File: src/rtl/vfd_pkg.sv
// Shared types and constants for the VFD grid scanner and its GCP generator.
package vfd_pkg;

    typedef enum logic [2:0] {
        S_IDLE,
        S_BLANK,
        S_LATCH,
        S_UNBLANK,
        S_PREFETCH,
        S_SHIFT
    } scan_state_t;

    localparam int GCP_COUNT = 6;
    localparam int GCP_THRESH [GCP_COUNT] = '{72, 144, 192, 216, 240, 256};

    // afbecd order: byte offset inside the 3-byte column group and which nibble-half feeds each slot
    localparam int   SLOT_BYTE [6] = '{0, 2, 0, 2, 1, 1};
    localparam logic SLOT_HI   [6] = '{1'b1, 1'b0, 1'b0, 1'b1, 1'b1, 1'b0};

    function automatic int total_bits(input int rows, input int grids);
        return rows * 6 + grids;
    endfunction

endpackage

File: src/rtl/vfd_gcp_gen.sv
// Gradient control pulse generator: one registered pulse per grayscale threshold crossing.
module vfd_gcp_gen
    import vfd_pkg::*;
#(
    parameter int BIT_W = 9
) (
    input  logic             CLK,
    input  logic             RST,
    input  logic             shift_nxt,
    input  logic [BIT_W-1:0] bit_nxt,
    output logic             GCP
);

    logic hit;

    always_comb begin
        hit = 1'b0;
        for (int i = 0; i < GCP_COUNT; i++) begin
            if (int'(bit_nxt) == GCP_THRESH[i]) hit = 1'b1;
        end
    end

    // Driven from the next bit index so the pulse lines up with the bit it marks
    always_ff @(posedge CLK) begin
        if (RST) GCP <= 1'b0;
        else     GCP <= shift_nxt && hit;
    end

endmodule

File: src/rtl/vfd_grid_scanner.sv
// Autonomous VFD grid scanner: blank/latch sequencing, GRAM fetch, 3-lane serial out, GCP.
// Define VFD_DOUBLE_BUF_EN to add the BUF_SEL input and BUF_OFFSET frame-buffer switching.
module vfd_grid_scanner
    import vfd_pkg::*;
#(
    parameter int NUM_GRIDS     = 52,
    parameter int ROWS          = 39,
    parameter int BYTES_PER_ROW = 77,
    parameter int GRID_PERIOD   = 3840,
    parameter int LAT_W         = 5,
    parameter int ADDR_W        = 12
`ifdef VFD_DOUBLE_BUF_EN
    ,
    parameter int BUF_OFFSET    = 3003
`endif
) (
    input  logic              CLK,
    input  logic              RST,
    input  logic              EN,
    output logic [ADDR_W-1:0] MEM_ADDR,
    output logic              MEM_RE,
    input  logic [7:0]        MEM_DATA,
    output logic [2:0]        SOUT,
    output logic              SCK_EN,
    output logic              BLK,
    output logic              LAT,
    output logic              GCP,
    output logic [5:0]        GRID_NUM,
    output logic              FRAME_START,
    output logic              OVERRUN
`ifdef VFD_DOUBLE_BUF_EN
    ,
    input  logic              BUF_SEL
`endif
);

    localparam int TOTAL     = total_bits(ROWS, NUM_GRIDS);
    localparam int DATA_BITS = ROWS * 6;
    localparam int BIT_W     = $clog2(TOTAL + 1);
    localparam int PER_W     = $clog2(GRID_PERIOD + 1);
    localparam int LAT_CW    = $clog2(LAT_W + 1);

    scan_state_t       state;
    logic [PER_W-1:0]  per_cnt;
    logic              tick;
    logic [BIT_W-1:0]  bit_cnt;
    logic [BIT_W-1:0]  bit_nxt;
    logic              shift_nxt;
    logic [LAT_CW-1:0] lat_cnt;
    logic [2:0]        slot;
    logic [2:0]        fetch_slot;
    logic [ADDR_W-1:0] row_base;
    logic [ADDR_W-1:0] fetch_addr;
    logic              fetch_go;
    logic [5:0]        next_grid;
    logic              first_scan;
    int                buf_offset;
    int                col_base;
    int                grid_idx;
    int                grid_cur;

`ifdef VFD_DOUBLE_BUF_EN
    logic buf_sel_q;
    assign buf_offset = buf_sel_q ? BUF_OFFSET : 0;
`else
    assign buf_offset = 0;
`endif

    assign tick = EN && (per_cnt == PER_W'(GRID_PERIOD - 1));

    always_ff @(posedge CLK) begin
        if (RST || !EN) per_cnt <= '0;
        else if (tick)  per_cnt <= '0;
        else            per_cnt <= per_cnt + 1'b1;
    end

    always_comb begin
        next_grid = GRID_NUM + 6'd1;
        if (first_scan || GRID_NUM == 6'(NUM_GRIDS - 1)) next_grid = '0;
        col_base   = int'(GRID_NUM >> 1) * 3;
        fetch_addr = ADDR_W'(int'(row_base) + col_base + SLOT_BYTE[fetch_slot] + buf_offset);
        fetch_go   = (state == S_UNBLANK) || (state == S_PREFETCH) ||
                     (state == S_SHIFT && bit_cnt < BIT_W'(DATA_BITS - 1));
    end

    always_comb begin
        shift_nxt = 1'b0;
        bit_nxt   = '0;
        if (state == S_PREFETCH) begin
            shift_nxt = 1'b1;
        end else if (state == S_SHIFT && bit_cnt != BIT_W'(TOTAL - 1)) begin
            shift_nxt = 1'b1;
            bit_nxt   = bit_cnt + 1'b1;
        end
    end

    // Data lanes come straight off the GRAM read port: the byte for bit b arrives during bit b
    always_comb begin
        SOUT     = 3'b000;
        grid_idx = int'(bit_cnt) - DATA_BITS;
        grid_cur = int'(GRID_NUM);
        if (state == S_SHIFT) begin
            if (bit_cnt < BIT_W'(DATA_BITS))
                SOUT = SLOT_HI[slot] ? MEM_DATA[5:3] : MEM_DATA[2:0];
            else if (grid_idx == grid_cur ||
                     (grid_idx == grid_cur + 1 && grid_cur + 1 < NUM_GRIDS))
                SOUT = 3'b111;
        end
    end

    always_ff @(posedge CLK) begin
        if (RST) begin
            state       <= S_IDLE;
            BLK         <= 1'b1;
            LAT         <= 1'b0;
            SCK_EN      <= 1'b0;
            MEM_RE      <= 1'b0;
            MEM_ADDR    <= '0;
            GRID_NUM    <= '0;
            FRAME_START <= 1'b0;
            OVERRUN     <= 1'b0;
            first_scan  <= 1'b1;
            bit_cnt     <= '0;
            lat_cnt     <= '0;
            slot        <= '0;
            fetch_slot  <= '0;
            row_base    <= '0;
`ifdef VFD_DOUBLE_BUF_EN
            buf_sel_q   <= 1'b0;
`endif
        end else begin
            FRAME_START <= 1'b0;
            if (tick && state != S_IDLE) OVERRUN <= 1'b1;
            case (state)
                S_IDLE: begin
                    BLK <= ~EN;
                    if (tick) begin
                        state <= S_BLANK;
                        BLK   <= 1'b1;
                    end
                end
                S_BLANK: begin
`ifdef VFD_DOUBLE_BUF_EN
                    if (next_grid == 6'd0) buf_sel_q <= BUF_SEL;
`endif
                    state   <= S_LATCH;
                    LAT     <= 1'b1;
                    lat_cnt <= '0;
                end
                S_LATCH: begin
                    if (lat_cnt == LAT_CW'(LAT_W - 1)) begin
                        state       <= S_UNBLANK;
                        LAT         <= 1'b0;
                        BLK         <= 1'b0;
                        GRID_NUM    <= next_grid;
                        FRAME_START <= (next_grid == 6'd0);
                        first_scan  <= 1'b0;
                        fetch_slot  <= '0;
                        row_base    <= '0;
                    end else begin
                        lat_cnt <= lat_cnt + 1'b1;
                    end
                end
                S_UNBLANK: begin
                    state <= S_PREFETCH;
                end
                S_PREFETCH: begin
                    state   <= S_SHIFT;
                    SCK_EN  <= 1'b1;
                    bit_cnt <= '0;
                    slot    <= '0;
                end
                S_SHIFT: begin
                    bit_cnt <= bit_cnt + 1'b1;
                    slot    <= (slot == 3'd5) ? 3'd0 : slot + 3'd1;
                    if (bit_cnt == BIT_W'(TOTAL - 1)) begin
                        state  <= S_IDLE;
                        SCK_EN <= 1'b0;
                        BLK    <= ~EN;
                    end
                end
                default: state <= S_IDLE;
            endcase

            MEM_RE   <= fetch_go;
            MEM_ADDR <= fetch_go ? fetch_addr : '0;
            if (fetch_go) begin
                if (fetch_slot == 3'd5) begin
                    fetch_slot <= '0;
                    row_base   <= row_base + ADDR_W'(BYTES_PER_ROW);
                end else begin
                    fetch_slot <= fetch_slot + 3'd1;
                end
            end
        end
    end

    vfd_gcp_gen #(.BIT_W(BIT_W)) u_gcp (
        .CLK       (CLK),
        .RST       (RST),
        .shift_nxt (shift_nxt),
        .bit_nxt   (bit_nxt),
        .GCP       (GCP)
    );

endmodule

File: config.mk
export PLATFORM = sky130hd
export DESIGN_NAME = vfd_grid_scanner
export DESIGN_NICKNAME = d
export VERILOG_FILES = /design/src/rtl/vfd_pkg.sv /design/src/rtl/vfd_gcp_gen.sv /design/src/rtl/vfd_grid_scanner.sv
export SDC_FILE = /design/constraint.sdc
export NUM_CORES = 1
export LEC_CHECK = 0
export BUFFER_PORTS_ARGS = -buffer_cell sky130_fd_sc_hd__buf_2
export CORE_MARGIN = 8
export CORE_UTILIZATION = 55
export DETAILED_ROUTE_END_ITERATION = 7
export GPL_TIMING_DRIVEN = 0
export PLACE_DENSITY = 0.83
export SLEW_MARGIN = 0
export SYNTH_ARGS = -nofsm -noshare
export SYNTH_HDL_FRONTEND = slang
export SYNTH_HIERARCHICAL = 1
export SYNTH_SLANG_ARGS = --single-unit
export TNS_END_PERCENT = 10
File: constraint.sdc
create_clock -name CLK -period 6 [get_ports CLK]
set_input_delay 1.2 -clock CLK [delete_from_list [all_inputs] [get_ports CLK]]
set_output_delay 1.2 -clock CLK [all_outputs]
set_load 0.03 [all_outputs]
==> results of run 1 <==
==> metrics by stage <==
step | util, % | worst slack (ns)
after floorplan | - | 2.34
after detailed placement | 60.9 | 2.37
final | 62.9 | 1.93
after CTS | 62.9 | 1.97
after global routing | 62.9 | 1.64
after global placement | 60.9 | 2.41
==> power groups by stage <==
stage | Sequential (uW) | Combinational, uW | Clock (uW)
detailed placement | 484 | 18.2 | 0
CTS | 473 | 18.3 | 322
floorplan | 484 | 9.99 | 0
global route | 473 | 20.0 | 343
finish | 473 | 18.1 | 317
global placement | 484 | 17.8 | 0
==> critical path, stage by stage (launching register included) <==
cell	delay, ns
dfxtp_1	0.55
ha_1	0.33
nand3_1	0.18
xnor2_1	0.22
o21ai_0	0.13
a2111oi_1	0.60
o21ai_1	0.14
a21oi_1	0.15
buf_2	0.22
==> routing by layer <==
layer | part of all wire [%] | routed length, um | track usage, % | up-vias
met5 | 0 | 0 | 0 | -
met4 | 1.6 | 157 | 6.83 | 0
met3 | 5.0 | 482 | 4.38 | 19
met2 | 50 | 4810 | 31.8 | 111
met1 | 44 | 4210 | 19.6 | 1836
li1 | - | - | - | 1946
==> cells in the mapped netlist (4+ instances only) <==
cell      count  area share [%]
a211oi_1      5            0.85
a21o_1        7             1.2
a21oi_1      47             5.3
a22oi_1       5            0.85
buf_2         8            0.90
clkbuf_1     11            0.93
dfxtp_1      71              32
fa_1          6             2.7
ha_1         32             9.0
inv_1        33             2.8
mux2i_1       7             1.6
nand2_1      24             2.0
nand2b_1     10             1.4
nand3_1      22             2.5
nand3b_1      4            0.68
nand4_1       4            0.57
nor2_1       82             7.0
nor2b_1       4            0.57
nor3_1       21             2.4
o211ai_1      4            0.68
o21ai_0      14             1.6
o21ai_1       8            0.90
or2_2         4            0.57
or3_1         5            0.71
or4_1         4            0.68
xnor2_1      24             4.7
xor2_1       16             3.2
==> worst min path at each step <==
stage,to,slack (ns),cells after the start
global route,BLK,0.50,1
detailed placement,per_cnt[0],0.46,1
global placement,per_cnt[0],0.44,1
finish,BLK,0.46,1
CTS,per_cnt[0],0.47,1
floorplan,per_cnt[0],0.43,1
==> area by class of cell <==
cell class,count,area (sq um),area share [%]
well taps,102,128,2.61
repair buffers,36,180,3.69
multi-input cells,407,2750,56.3
flip-flops and latches,71,1420,29.1
plain buffers,25,130,2.66
inverters,33,124,2.54
clock inverters,5,27.5,0.564
clock buffers,9,124,2.54
==> sequential cells by signal (all words and copies together) (netlist names) <==
name,flops
row_base,12
MEM_RE,1
lat_cnt,3
state,3
fetch_slot,3
OVERRUN,1
first_scan,1
bit_cnt,9
BLK,1
FRAME_START,1
per_cnt,12
GRID_NUM,6
SCK_EN,1
MEM_ADDR,12
u_gcp/GCP,1
LAT,1
slot,3
==> cells by family after synthesis <==
group	count (synthesis)	share of synthesized area [%]
compound gates	117	17.0
xor+xnor	40	7.92
fa+ha+maj	38	11.8
buf+inv	58	5.74
flops	71	32.1
mux	10	2.35
simple gates	202	23.1
==> out/qor.txt, run 1 <==
P_leak: 0.00210 uW
register area share after synthesis: 32.1%
outcome: finished clean
Post-Syn Area: 4430 sq um
Port-buffer cells: 36
die height: 106 um
worst r2r src: GRID_NUM[2]
vias in the first global route: 3780
CTS H-tree lvls: 3
crit path from: GRID_NUM[2]
first-pass GRT wire length: 16700 um
Die W: 106 um
Longest Clk Path Bufs: 2
Post-CTS Setup Inserts: 0
Main synth FF type: dfxtp_1
Setup Skew: 0.00559 ns
Starting Density: 57.0%
reg2reg path depth: 10
Async SR Flop Fraction: 0%
NumNets Final: 632
wire length per cell: 14.0 um
commonest non-fill, non-tap cell in the layout: nor2_1
I/O pins: 39
syn nets: 585
YS warnings: 6
Inserted Clock Buffers: 9
# setup viols final: 0
data required time of the critical path: 4.80 ns
Max Cap Viol: 0
synth unique cells: 61
Mapped Avg Cell Area: 8.26 sq um
dpl hpwl: 7340 um
Worst setup SP type: flop
min Tclk post-route: 4.07 ns
sequential share of power: 58.5%
Reg-to-Reg End: MEM_ADDR[9]
Switching Power: 187 uW
total wire length: 9660 um
total power: 808 uW
remaining antenna violation count: 0
drt pass-1 iters: 5
Placed Instances: 674
combinational share of power: 2.2%
post-CTS sizing: 0
Worst setup endpoint: SOUT[1]
# fillers: 690
reg2reg setup slack: 2.62 ns
# clock sinks: 71
GR Util All Layers: 17.7%
via density per instance: 5.69
CTS tree: yes
fin cells: 688
Std-Cell Rows: 32
GRT overflow: 0
Fin. Hold Viols: 0
VDD IR max: 0.000109 V
Synth Instances: 536
Clock Power Share: 39.2%
Post-synth EDFFs: 0
min-delay src: BLK
DR vias: 3912
Diodes inserted: 0
Layout area overhead: 10.4%
drt first-iter violations: 178
clk slew on worst S/H paths: 0.07 ns
fmax: 245 MHz
P_int: 620 uW
relative slew slack: 57.5%
largest net degree at the start of global routing: 12
hold_buf cts: 0
crit path DAT: 2.87 ns
dpl cell area: 4730 sq um
Pins Over Slew Limit: 0
Worst setup EP type: output port
worst-path fanout max: 8
Total Neg Setup Slack: 0 ns
Die Area: 11200 sq um
Routability Congestion: 0.887
commonest cells after routing, fill and taps aside: nor2_1 (82), dfxtp_1 (71), a21oi_1 (47), buf_2 (44), inv_1 (33)
clk root buf: clkbuf_8
class of the worst hold path: flop to flop
initial antenna violation count: 0
Core Area: 7770 sq um
power density cells: 165 nW/um^2
period utilization: 67.9%
Yosys reg bits: 71
switching part of the total: 23.2%
WHS: 0.463 ns
Design Area, Final: 4880 sq um
DRC: 0
share of cells above drive strength 1: 13.5%
worst skew pair latency: 0.35 ns
Setup CP Type: flop to output port
unrepaired setup endpoints after global routing: no
Slew @ Worst Pin: 0.637 ns
Note: power is estimated with default switching activity, not from simulation.
==> run 2: changes to the inputs <==
--- a/config.mk
+++ b/config.mk
@@ -7,10 +7,10 @@
 export LEC_CHECK = 0
 export BUFFER_PORTS_ARGS = -buffer_cell sky130_fd_sc_hd__buf_2
 export CORE_MARGIN = 8
-export CORE_UTILIZATION = 55
+export CORE_UTILIZATION = 54
 export DETAILED_ROUTE_END_ITERATION = 7
 export GPL_TIMING_DRIVEN = 0
-export PLACE_DENSITY = 0.83
+export PLACE_DENSITY = 0.85
 export SLEW_MARGIN = 0
 export SYNTH_ARGS = -nofsm -noshare
 export SYNTH_HDL_FRONTEND = slang
==> constraint.sdc (replaced) <==
create_clock -name CLK -period 3.3 [get_ports CLK]
set_input_delay 0.66 -clock CLK [delete_from_list [all_inputs] [get_ports CLK]]
set_output_delay 0.66 -clock CLK [all_outputs]
set_load 0.03 [all_outputs]
==> run 2 against run 1 <==
  * Sequential power is 81% higher
  * Combinational power is 85% higher
  * Clock skew is 0.0012 ns higher
  * Largest power group unchanged
==> out/qor.txt, run 2 (synthesis results as in run 1) <==
outcome: finished clean
Fin. Hold Viols: 0 (unchanged)
I/O pins: 39 (unchanged)
Layout area overhead: 13.9%
crit path DAT: 2.56 ns (-0.31 ns)
largest net degree at the start of global routing: 12 (unchanged)
fmax: 310 MHz
Top Registers: MEM_ADDR (12), per_cnt (12), row_base (12)
Slew @ Worst Pin: 0.600 ns (-0.0377 ns)
min Tclk post-route: 3.22 ns
CP max-delay cell: or4_1
Pins Over Slew Limit: 0 (unchanged)
relative slew slack: 60.0% (+2.5 points)
Setup Skew: 0.00681 ns (+0.00123 ns)
via density per instance: 5.70 (+0.22%)
initial antenna violation count: 0 (unchanged)
reg2reg setup slack: 0.22 ns (-2.40 ns)
# clock sinks: 71 (unchanged)
Core Area: 8090 sq um (+4.2%)
remaining antenna violation count: 0 (unchanged)
reg2reg path depth: 10 (unchanged)
drt first-iter violations: 214 (+20%)
DR vias: 3949 (+0.95%)
Core Util, Final: 62.3% (-0.60 points)
worst hold endpoint: per_cnt[0]
Setup CP Type: flop to output port
Die Area: 11300 sq um (+1.6%)
dpl hpwl: 7480 um (+1.9%)
min-delay src: per_cnt[0]
total wire length: 10200 um (+5.5%)
NumNets Final: 632 (unchanged)
dpl cell area: 4740 sq um (about the same)
first-pass GRT wire length: 16900 um (+1.3%)
area of the multi-input gates: 2790 sq um (+1.5%)
max incr delay on CP: 0.53 ns (-0.07 ns)
CP Cell Sequence: inv_1 -> ha_1 -> xnor2_1 -> or4_1 -> nor4b_2 -> o21ai_1 -> a21oi_1 -> buf_2
Max Cap Viol: 0 (unchanged)
period utilization: 97.6%
Std-Cell Rows: 33 (+3.1%)
Switching Power: 353 uW (+88%)
# setup viols final: 0 (unchanged)
Worst Hold Path Cells: 1 (unchanged)
commonest non-fill, non-tap cell in the layout: nor2_1
die height: 107 um (+0.79%)
Design Area, Final: 5040 sq um (+3.2%)
CTS H-tree lvls: 3 (unchanged)
critical path buffer and inverter count: 2 (+1)
CTS tree: yes
DRC: 0 (unchanged)
Longest Clk Path Bufs: 2 (unchanged)
commonest cells after routing, fill and taps aside: nor2_1 (82), dfxtp_1 (65), a21oi_1 (44), buf_2 (42), inv_1 (32)
Reg-to-Reg End: MEM_ADDR[9]
share of cells above drive strength 1: 16.0% (+2.5 points)
Worst setup SP type: flop
Total Neg Setup Slack: 0 ns (unchanged)
worst-path fanout max: 7 (-1)
Die W: 107 um (+0.79%)
WHS: 0.469 ns (+0.00607 ns)
switching part of the total: 20.4% (-2.8 points)
worst skew pair latency: 0.35 ns (about the same)
vias in the first global route: 3784 (+0.11%)
P_leak: 0.00216 uW (+2.8%)
clk root buf: clkbuf_8
Starting Density: 54.7% (-2.3 points)
Inserted Clock Buffers: 9 (unchanged)
clk slew on worst S/H paths: 0.07 ns (about the same)
class of the worst hold path: flop to flop
VDD IR max: 0.000202 V (+85%)
hold_buf cts: 0 (unchanged)
power density cells: 343 nW/um^2 (+110%)
GR Util All Layers: 17.9% (+0.19 points)
Reg area: 1440 sq um (+1.1%)
Post-CTS Setup Inserts: 0 (unchanged)
worst r2r src: row_base[1]
P_int: 1380 uW (+120%)
drt pass-1 iters: 4 (-1)
data required time of the critical path: 2.64 ns (-2.16 ns)
Port-buffer cells: 36 (unchanged)
Clock Power Share: 48.5% (+9.3 points)
# fillers: 692 (+0.29%)
wire length per cell: 14.7 um (+4.8%)
Diodes inserted: 0 (unchanged)
combinational share of power: 1.9% (-0.3 points)
GRT overflow: 0 (unchanged)
Worst setup EP type: output port
Routability Congestion: 0.909 (+2.4%)
sequential share of power: 49.6% (-8.9 points)
Top Family by Delay on Critical Path: simple AND/OR/NAND/NOR gates
[run 2: cell count changes in the layout (fill, tap and decap cells not counted), sizes merged]
cell	previous run	this run
clkbuf	20	26
clkinv	4	0
bufinv	0	2
buf	50	49
clkinvlp	1	0
[run 2: worst reg2reg max path: stages, from the launching register on]
cell and delay [ns]:
dfxtp_1 0.43, fa_1 0.47, fa_1 0.50, ha_1 0.24
fa_1 0.41, a21o_1 0.24, a21oi_4 0.16, nor2_1 0.06
o211ai_1 0.26, xor2_1 0.18, nor2_1 0.05
[run 2: worst max-delay path by stage]
stage                           start     endpoint  slack, ns  cells past startpoint
after floorplan           GRID_NUM[2]  MEM_ADDR[9]      0.009                     10
after global placement    GRID_NUM[2]  MEM_ADDR[9]       0.02                     10
after detailed placement  GRID_NUM[2]  MEM_ADDR[9]      -0.08                     10
after CTS                  bit_cnt[1]      SOUT[0]     0.0001                      8
after global routing      GRID_NUM[4]      SOUT[2]     -0.008                      8
final                      bit_cnt[1]      SOUT[1]       0.08                      8
[run 2: final cells by class]
| class | count | share of cell area [%] |
|---|---|---|
| clock buffer | 14 | 3.62 |
| timing repair buffer | 36 | 3.62 |
| clock inverter | 2 | 1.19 |
| buffer | 25 | 2.63 |
| tap | 105 | 2.61 |
| inverter | 33 | 2.46 |
| sequential | 71 | 28.5 |
| multi-input combinational | 407 | 55.4 |
[run 2: repair_timing]
action,CTS,global route
endpoints found under the setup margin,5,6
gates cloned,0,0
resized for setup,5,16
pin swaps,0,4
[run 2: stage by stage]
stage               worst slack [ns]  instances  power (uW)
floorplan                    0.00891        536         899
global placement              0.0226        677         912
detailed placement           -0.0830        677         913
CTS                         0.000105        693        1740
global route                -0.00759        693        1770
finish                        0.0792        693        1730
[run 2: routing by layer]
metal	GRT usage (%)	share of wire, %	vias up
met4	6.33	2.2	0
met2	31.6	50	108
met1	20.5	43	1872
met3	4.60	5.0	22
met5	0	0	-
li1	-	-	1947
[run 2: power groups by stage]
stage	sequential, uW	clock [uW]	combinational (uW)
after global routing	857	879	36.6
after CTS	859	845	33.8
after floorplan	880	0	18.2
after detailed placement	879	0	33.4
final	857	838	33.5
after global placement	879	0	32.4
==> run 3: changes to the inputs <==
--- a/config.mk
+++ b/config.mk
@@ -6,11 +6,13 @@
 export NUM_CORES = 1
 export LEC_CHECK = 0
 export BUFFER_PORTS_ARGS = -buffer_cell sky130_fd_sc_hd__buf_2
+export CELL_PAD_IN_SITES_DETAIL_PLACEMENT = 1
+export CELL_PAD_IN_SITES_GLOBAL_PLACEMENT = 1
 export CORE_MARGIN = 8
-export CORE_UTILIZATION = 54
+export CORE_UTILIZATION = 41
 export DETAILED_ROUTE_END_ITERATION = 7
 export GPL_TIMING_DRIVEN = 0
-export PLACE_DENSITY = 0.85
+export PLACE_DENSITY = 0.86
 export SLEW_MARGIN = 0
 export SYNTH_ARGS = -nofsm -noshare
 export SYNTH_HDL_FRONTEND = slang
==> run 3 against run 2 <==
  * Flip-flop and latch count did not move
  * Sequential power hardly changed
  * Combinational power up 4%
  * Setup slack got worse by 0.050 ns
  * Sequential share of layout area fell by 0.31 points
  * Final area is 1.3% higher
==> out/qor.txt, run 3 (synthesis results as in run 1) <==
Top Registers: MEM_ADDR (12), per_cnt (12), row_base (12)
Core Util, Final: 47.7% (-15 points)
P_leak: 0.00216 uW (+0.19%)
Worst setup endpoint: SOUT[1]
clk slew on worst S/H paths: 0.08 ns (about the same)
Max Cap Viol: 0 (unchanged)
Pins Over Slew Limit: 0 (unchanged)
CTS tree: yes
Routability Congestion: 0.867 (-4.6%)
NumNets Final: 634 (+0.32%)
commonest cells after routing, fill and taps aside: nor2_1 (82), dfxtp_1 (63), a21oi_1 (44), buf_2 (40), inv_1 (32)
CTS H-tree lvls: 3 (unchanged)
class of the worst hold path: flop to flop
via density per instance: 5.47 (-4.0%)
hold_buf cts: 0 (unchanged)
Setup Skew: 0.0145 ns (+0.00769 ns)
unrepaired setup endpoints after global routing: yes
Port-buffer cells: 36 (unchanged)
GRT overflow: 0 (unchanged)
Worst setup EP type: output port
Slew @ Worst Pin: 0.639 ns (+0.0393 ns)
Diodes inserted: 0 (unchanged)
Setup CP Type: flop to output port
DR vias: 3994 (+1.1%)
reg2reg setup slack: 0.16 ns (-0.06 ns)
fmax: 306 MHz (-1.5%)
Std-Cell Rows: 38 (+15%)
worst setup slack after layout: 0.0291 ns (-0.0501 ns)
worst-path fanout max: 7 (unchanged)
vias in the first global route: 4387 (+16%)
Starting Density: 41.4% (-13 points)
# clock sinks: 71 (unchanged)
Worst setup SP type: flop
VDD IR max: 0.000167 V (-17%)
wire length per cell: 17.1 um (+16%)
relative slew slack: 57.4% (-2.6 points)
Fin. Hold Viols: 0 (unchanged)
initial antenna violation count: 0 (unchanged)
worst skew pair latency: 0.36 ns (about the same)
share of cells above drive strength 1: 17.6% (+1.6 points)
Die W: 120 um (+13%)
data required time of the critical path: 2.64 ns (about the same)
GR Util All Layers: 17.7% (-0.24 points)
Die Area: 14400 sq um (+27%)
remaining antenna violation count: 0 (unchanged)
drt first-iter violations: 142 (-34%)
outcome: finished clean
I/O pins: 39 (unchanged)
clk root buf: clkbuf_8
dpl hpwl: 9320 um (+25%)
# setup viols final: 0 (unchanged)
Total Neg Setup Slack: 0 ns (unchanged)
Layout area overhead: 15.4%
Reg-to-Reg End: MEM_ADDR[9]
DRC: 0 (unchanged)
Core Area: 10700 sq um (+32%)
crit path DAT: 2.61 ns (+0.05 ns)
Longest Clk Path Bufs: 2 (unchanged)
first-pass GRT wire length: 21100 um (+25%)
total wire length: 12500 um (+22%)
crit path from: bit_cnt[0]
die height: 120 um (+13%)
drt pass-1 iters: 4 (unchanged)
commonest non-fill, non-tap cell in the layout: nor2_1
largest net degree at the start of global routing: 14 (+2)
worst r2r src: GRID_NUM[1]
power density cells: 316 nW/um^2 (-7.9%)
Inserted Clock Buffers: 9 (unchanged)
pre-CTS setup slack: -0.150 ns (-0.0673 ns)
reg2reg path depth: 10 (unchanged)
min Tclk post-route: 3.27 ns (+0.0501 ns)
total power: 1610 uW (-6.7%)
period utilization: 99.1% (+1.5 points)
## run 3: how the worst min path moves through the flow
stage / endpoint / startpoint / slack (ns) / depth (start not counted)
after CTS: BLK / BLK / 0.48 / 1
final: BLK / BLK / 0.48 / 1
after floorplan: per_cnt[0] / per_cnt[0] / 0.43 / 1
after global routing: BLK / BLK / 0.50 / 1
after detailed placement: BLK / BLK / 0.46 / 1
after global placement: per_cnt[0] / per_cnt[0] / 0.44 / 1
## run 3: area by class of cell
cell class              instances  area (sq um)
well taps                     140           175
flip-flops and latches         71          1440
plain buffers                  25           133
multi-input cells             407          2840
clock inverters                 7          71.3
repair buffers                 38           203
fillers                      1321          5590
clock buffers                   9           124
inverters                      33           124
## run 3: layer usage
metal	global-route usage (%)	vias up	share of wire, %
met3	3.43	18	2.8
met1	20.1	1974	43
met2	32.6	61	53
li1	-	1941	-
met4	5.23	0	1.4
met5	0	-	0
## run 3: report_power, final
part	total, uW	internal, uW	switching [uW]
clock network	721	349	372
logic	35.0	11.0	24.0
registers	856	855	1.41
## run 3: critical path, cell delays in order (launching register included)
cell      delay, ns
dfxtp_1        0.38
clkbuf_1       0.40
xor2_1         0.18
or4_4          0.52
nor4b_4        0.30
o21ai_1        0.11
a21oi_1        0.18
buf_4          0.19
## run 3: what timing repair did
action	CTS	global route
pin swaps	1	6
resized for setup	13	18
cloned	0	0
setup buffers	0	2
setup endpoints to repair	6	7
## run 3: metrics by stage
step	hold slack (ns)	instances	area [sq um]
2_1_floorplan	0.430	536	4430
3_3_place_gp	0.442	712	4780
3_5_place_dp	0.463	712	4780
4_1_cts	0.484	728	5010
5_1_grt	0.505	730	5100
6_report	0.475	730	5100
